==> src/rtl/uart_rx_io_pkg.sv <==
// Shared UART definitions: receiver state encodings and default bit timing.
// Imported by the receiver, the I/O bank and the TX block.
package uart_rx_io_pkg;

  localparam int CLKS_PER_BIT_DEF = 434;

  typedef enum logic [2:0] {
    S_IDLE,
    S_START,
    S_DATA,
    S_STOP,
    S_BRK
  } state_t;

endpackage

==> src/rtl/uart_rx_io_if.sv <==
// Write port from the UART receiver to the I/O register bank.
// master: data_IO_in, habilitar, entradaDeco, frame_err, busy out.
interface uart_rx_io_if #(
  parameter int T = 8,
  parameter int N = 5
);
  logic [T-1:0] data_IO_in;
  logic         habilitar;
  logic [N-1:0] entradaDeco;
  logic         frame_err;
  logic         busy;

  modport master (
    output data_IO_in,
    output habilitar,
    output entradaDeco,
    output frame_err,
    output busy
  );

  modport slave (
    input data_IO_in,
    input habilitar,
    input entradaDeco,
    input frame_err,
    input busy
  );
endinterface

==> src/rtl/uart_rx_io_sync2.sv <==
// Two-flop synchronizer for the asynchronous rx line; resets to idle (1).
// Ports: clk, rst (sync, active high), d (async in), q (synced out).
module uart_rx_io_sync2 (
  input  logic clk,
  input  logic rst,
  input  logic d,
  output logic q
);
  logic meta;

  always_ff @(posedge clk) begin
    if (rst) begin
      meta <= 1'b1;
      q    <= 1'b1;
    end else begin
      meta <= d;
      q    <= meta;
    end
  end
endmodule

==> src/rtl/uart_rx_io.sv <==
// UART receiver writing each good byte into I/O register RX_SEL.
// Ports: clk, rst (sync, active high), rx (async serial), bus (master).
module uart_rx_io
  import uart_rx_io_pkg::*;
#(
  parameter int CLKS_PER_BIT = CLKS_PER_BIT_DEF,
  parameter int T            = 8,
  parameter int N            = 5,
  parameter int RX_SEL       = 0
) (
  input  logic         clk,
  input  logic         rst,
  input  logic         rx,
  uart_rx_io_if.master bus
);
  localparam int CW   = $clog2(CLKS_PER_BIT);
  localparam int BW   = $clog2(T + 1);
  localparam int HALF = CLKS_PER_BIT / 2;

  state_t        state;
  logic          rx_s;
  logic [CW-1:0] cnt;
  logic [BW-1:0] bitc;
  logic [T-1:0]  shreg;

  uart_rx_io_sync2 u_sync (
    .clk (clk),
    .rst (rst),
    .d   (rx),
    .q   (rx_s)
  );

  always_ff @(posedge clk) begin
    if (rst) begin
      state           <= S_IDLE;
      cnt             <= '0;
      bitc            <= '0;
      shreg           <= '0;
      bus.data_IO_in  <= '0;
      bus.habilitar   <= 1'b0;
      bus.entradaDeco <= '0;
      bus.frame_err   <= 1'b0;
      bus.busy        <= 1'b0;
    end else begin
      // write and error strobes are single-cycle
      bus.habilitar   <= 1'b0;
      bus.entradaDeco <= '0;
      bus.frame_err   <= 1'b0;
      unique case (state)
        S_IDLE: begin
          if (!rx_s) begin
            state    <= S_START;
            cnt      <= '0;
            bus.busy <= 1'b1;
          end
        end
        S_START: begin
          if (cnt == CW'(HALF - 1)) begin
            cnt <= '0;
            if (!rx_s) begin
              state <= S_DATA;
              bitc  <= '0;
            end else begin
              state    <= S_IDLE;
              bus.busy <= 1'b0;
            end
          end else begin
            cnt <= cnt + 1'b1;
          end
        end
        S_DATA: begin
          if (cnt == CW'(CLKS_PER_BIT - 1)) begin
            cnt   <= '0;
            shreg <= {rx_s, shreg[T-1:1]};
            if (bitc == BW'(T - 1)) begin
              state <= S_STOP;
            end else begin
              bitc <= bitc + 1'b1;
            end
          end else begin
            cnt <= cnt + 1'b1;
          end
        end
        S_STOP: begin
          if (cnt == CW'(CLKS_PER_BIT - 1)) begin
            cnt      <= '0;
            bus.busy <= 1'b0;
            if (rx_s) begin
              state           <= S_IDLE;
              bus.habilitar   <= 1'b1;
              bus.entradaDeco <= N'(RX_SEL);
              bus.data_IO_in  <= shreg;
            end else begin
              state         <= S_BRK;
              bus.frame_err <= 1'b1;
            end
          end else begin
            cnt <= cnt + 1'b1;
          end
        end
        S_BRK: begin
          // a line held low must go high before a new start
          if (rx_s) begin
            state <= S_IDLE;
          end
        end
        default: begin
          state    <= S_IDLE;
          bus.busy <= 1'b0;
        end
      endcase
    end
  end
endmodule

==> src/flat_wrapper.sv <==
// flat-port wrapper written by rule: the top's interface ports become plain ports
module uart_rx_io_flat import uart_rx_io_pkg::*;
#(
  parameter int CLKS_PER_BIT = CLKS_PER_BIT_DEF,
  parameter int T            = 8,
  parameter int N            = 5,
  parameter int RX_SEL       = 0
)
  (clk, rst, rx, bus_data_IO_in, bus_habilitar, bus_entradaDeco, bus_frame_err, bus_busy);
  uart_rx_io_if #(.T(T), .N(N)) bus_i ();
  input  logic clk;
  input  logic rst;
  input  logic rx;
  output wire logic [$bits(bus_i.data_IO_in)-1:0] bus_data_IO_in;
  output wire logic [$bits(bus_i.habilitar)-1:0] bus_habilitar;
  output wire logic [$bits(bus_i.entradaDeco)-1:0] bus_entradaDeco;
  output wire logic [$bits(bus_i.frame_err)-1:0] bus_frame_err;
  output wire logic [$bits(bus_i.busy)-1:0] bus_busy;
  assign bus_data_IO_in = bus_i.data_IO_in;
  assign bus_habilitar = bus_i.habilitar;
  assign bus_entradaDeco = bus_i.entradaDeco;
  assign bus_frame_err = bus_i.frame_err;
  assign bus_busy = bus_i.busy;
  uart_rx_io #(.CLKS_PER_BIT(CLKS_PER_BIT), .T(T), .N(N), .RX_SEL(RX_SEL)) u_core (.clk(clk), .rst(rst), .rx(rx), .bus(bus_i));
endmodule
==> config.mk <==
export PLATFORM = sky130hd
export DESIGN_NAME = uart_rx_io_flat
export DESIGN_NICKNAME = d
export VERILOG_FILES = /design/src/rtl/uart_rx_io_pkg.sv /design/src/rtl/uart_rx_io_if.sv /design/src/rtl/uart_rx_io_sync2.sv /design/src/rtl/uart_rx_io.sv /design/src/flat_wrapper.sv
export SDC_FILE = /design/constraint.sdc
export NUM_CORES = 1
export LEC_CHECK = 0
export ABC_AREA = 1
export CAP_MARGIN = 20
export CORE_MARGIN = 2
export CORE_UTILIZATION = 50
export CTS_CLUSTER_SIZE = 14
export DETAILED_ROUTE_END_ITERATION = 6
export GPL_TIMING_DRIVEN = 1
export PLACE_DENSITY = 0.72
export SYNTH_ARGS = -nofsm -noshare
export SYNTH_HDL_FRONTEND = slang
export SYNTH_HIERARCHICAL = 1
export SYNTH_SLANG_ARGS = --single-unit
==> constraint.sdc <==
create_clock -name clk -period 2 [get_ports clk]
set_clock_uncertainty 0.15 [all_clocks]
set_input_delay 0.4 -clock clk [delete_from_list [all_inputs] [get_ports clk]]
set_output_delay 0.4 -clock clk [all_outputs]
set_load 0.02 [all_outputs]
==> impl_metrics.sql <==
INSERT INTO impl_metrics (metric_group, metric, value, unit) VALUES
('setup_path', 'worst-setup-path-type', 'reg2out', ''),
('grt', 'first_pass_grt_wire_length', '6072', 'um'),
('synth', 'synth_top_area_share', '41.14', '%'),
('power_and_ir_drop', 'power.leakage', '0.0008304', 'uW'),
('setup_path', 'crit_chain', 'clkdlybuf4s50_1', ''),
('place', 'port_buffers', '13', ''),
('synth', 'synthTopCellsByArea', 'sky130_fd_sc_hd__dfxtp_1 (41%), sky130_fd_sc_hd__nand2_1 (9.6%), sky130_fd_sc_hd__nor2_1 (7.1%)', ''),
('run_status', 'run_status', 'finished, final reports clean', ''),
('cells_and_area', 'final_layout_fill_cell_count', '319', ''),
('cells_and_area', 'area_delta_synth_final', '11.47', '%'),
('setup_path', 'critical_path_data_arrival_time', '1.30', 'ns'),
('grt', 'track_usage', '18.66', '%'),
('cts', 'worst_skew_pair.late_latency', '0.34', 'ns'),
('synth', 'avgSynthCellArea', '7.231', 'um2'),
('detailed_routing', 'vias_per_cell', '4.859', ''),
('synth', 'synth-seq-area-share', '41.14', '%'),
('power_and_ir_drop', 'power_density', '954.7', 'nW/um2'),
('timing', 'final_max_slew_viol_count', '0', ''),
('setup_path', 'critPathTopFamily', 'buffers and inverters', ''),
('cells_and_area', 'fraction_of_final_layout_cells_sized_beyond_drive_strength_1', '10.11', '%'),
('setup_path', 'worst_setup_end_kind', 'output port', ''),
('timing', 'unrepaired_setup_endpoints_after_global_routing', 'false', ''),
('floorplan', 'core_area', '3390', 'um2'),
('synth', 'number_of_distinct_library_cells_after_synthesis', '24', ''),
('cts', 'cts.repair.resized', '0', ''),
('cts', 'worst_setup_hold_path_clk_slew', '0.12', 'ns'),
('cts', 'ctsHoldBuffers', '0', ''),
('grt', 'grt_start_max_net_pins', '27', ''),
('cts', 'clock_sink_count', '37', ''),
('power_and_ir_drop', 'irDropWorstVdd', '0.0005516', 'V'),
('cells_and_area', 'sequential_cell_area', '740.7', 'um2'),
('detailed_routing', 'vias', '1521', ''),
('floorplan', 'num_io_pins', '19', ''),
('grt', 'number_of_global_route_vias_before_repair', '1474', ''),
('cells_and_area', 'most_used_cells_in_the_layout_excluding_fill_and_tap_cells', 'sky130_fd_sc_hd__nand2_1 (46), sky130_fd_sc_hd__dfxtp_1 (37), sky130_fd_sc_hd__nor2_1 (34)', ''),
('cts', 'tritoncts.num_buffers', '5', ''),
('cells_and_area', 'multi_input_area', '879.6', 'um2'),
('detailed_routing', 'drt_wl_total', '3243', 'um'),
('detailed_routing', 'antenna_violating_nets_post_route', '0', ''),
('timing', 'timing.fmax', '0.5418', 'GHz'),
('synth', 'synth_top_area_cell', 'sky130_fd_sc_hd__dfxtp_1', ''),
('setup_path', 'worstSetupStartpointType', 'flop', ''),
('cts', 'cts_tree', 'built', ''),
('cts', 'clock_tree.htree_level_count', '2', ''),
('timing', 'totalNegativeSetupSlack', '0', 'ns'),
('floorplan', 'die_height', '64.01', 'um'),
('setup_path', 'max_stage_delay', '0.60', 'ns'),
('synth', 'netlist_instances', '249', ''),
('flow_run', 'max_cap_viols', '0', ''),
('place', 'detailedPlacementHpwl', '2335', 'um'),
('cells_and_area', 'post-route-cell-area', '2007', 'um2'),
('detailed_routing', 'drc_errors', '0', ''),
('detailed_routing', 'first_iter_violations', '46', ''),
('timing', 'post-route-min-period', '1.846', 'ns'),
('synth', 'synth.cell_area', '1800', 'um2'),
('setup_path', 'critPathRequiredTime', '1.45', 'ns'),
('setup_path', 'critical_path.max_fanout', '2', ''),
('floorplan', 'floorplan.initialDensity', '53.12', '%'),
('min_path', 'timing.hold.worst.class', 'reg2reg', ''),
('place', 'placement.cell_area', '1947', 'um2'),
('floorplan', 'rows', '21', ''),
('place', 'place.gp.congestion', '0.8255', ''),
('detailed_routing', 'drt-pass1-iter-count', '4', ''),
('cts', 'cts_post_setup_buffers_inserted', '0', ''),
('cells_and_area', 'finalNetCount', '273', ''),
('cts', 'cts.root.buffer_cell', 'sky130_fd_sc_hd__clkbuf_4', ''),
('cells_and_area', 'num_antenna_cells', '0', ''),
('timing', 'layout_worst_path_cycle_share', '92.29', '%'),
('synth', 'synth-seq-cells', '37', ''),
('grt', 'globalRouteOverflowTotal', '0', ''),
('timing', 'report.final.setup_viol', '0', ''),
('floorplan', 'die_w', '64.01', 'um'),
('cells_and_area', 'mostFrequentLayoutCell', 'sky130_fd_sc_hd__nand2_1', ''),
('setup_path', 'critPathBufInv', '1', ''),
('cts', 'clk_path_buf_depth', '2', ''),
('floorplan', 'floorplan.die_area', '4097', 'um2'),
('synth', 'synth_warnings', '6', ''),
('detailed_routing', 'route.detailed.wl_per_inst', '10.36', 'um'),
('grt', 'antenna_found_initial', '0', ''),
('timing', 'final_hold_viol_count', '0', ''),
('setup_path', 'timing.critical_path.slowest_stage_cell', 'sky130_fd_sc_hd__clkdlybuf4s50_1', '');
[cells in the mapped netlist, drive strengths merged]
library cell and instances:
ha 4, inv 33, nor2 39, dfxtp 37, nor3 4, clkbuf 1
conb 1, o21ai 22, a21oi 25, nand3 14, a21o 1, or2 1
nand2 50, nand4 3, buf 8, xor2 6
[worst paths after layout]
kind                            slack (ns)                 to                startpoint  cells after the start
worst max register to register        0.26      u_core/cnt[1]             u_core/cnt[0]                      8
worst min register to register        0.27    u_core/u_sync/q        u_core/u_sync/meta                      2
worst max-delay path                  0.15  bus_data_IO_in[0]  u_core/bus.data_IO_in[0]                      1
worst min-delay path                  0.27    u_core/u_sync/q        u_core/u_sync/meta                      2
[cells by family after synthesis]
group | Yosys count | share of synthesized area, %
other cells | 1 | 0.2083
xor+xnor | 6 | 2.919
buf+inv | 42 | 10.84
compound gates | 48 | 14.53
simple gates | 111 | 27.59
fa+ha+maj | 4 | 2.780
flops | 37 | 41.14
[sequential cells by signal, indices dropped and copies added (netlist names)]
| register | count |
|---|---|
| u_core/cnt | 9 |
| u_core/state | 3 |
| u_core/bitc | 4 |
| u_core/bus.habilitar | 1 |
| u_core/u_sync/q | 1 |
| u_core/bus.frame_err | 1 |
| u_core/bus.data_IO_in | 8 |
| u_core/bus.busy | 1 |
| u_core/u_sync/meta | 1 |
| u_core/shreg | 8 |
[where the power goes]
part           internal (uW)  leakage [uW]  switching [uW]
logic                    221      0.000507             422
registers                805      0.000300            72.1
clock network            136     0.0000234             261
[per-layer routing]
metal / global-route usage, % / vias to the layer above / wire, um
li1: - / 814 / -
met1: 22.66 / 684 / 1616
met4: 6.522 / 0 / 24
met2: 31.77 / 21 / 1477
met5: 0 / - / 0
met3: 4.754 / 2 / 125
[stage by stage]
stage	std cells	util [%]	hold WS, ns	worst slack [ns]	power [uW]
3_5_place_dp	305	57.44	0.2478	0.3048	1537
4_1_cts	313	59.21	0.2783	0.1345	1934
5_1_grt	313	59.21	0.3138	0.07714	2103
2_1_floorplan	253	-	0.2295	0.4801	1413
3_3_place_gp	305	57.44	0.2465	0.3394	1531
6_report	313	59.21	0.2713	0.1543	1916
[cell type report]
type / instances / area share [%]
clock inverters: 3 / 1.122
multi-input cells: 174 / 43.83
inverters: 33 / 6.172
well taps: 46 / 2.868
repair buffers: 15 / 7.232
clock buffers: 5 / 1.870
flip-flops and latches: 37 / 36.91
Power figures use the tool's default switching activity.
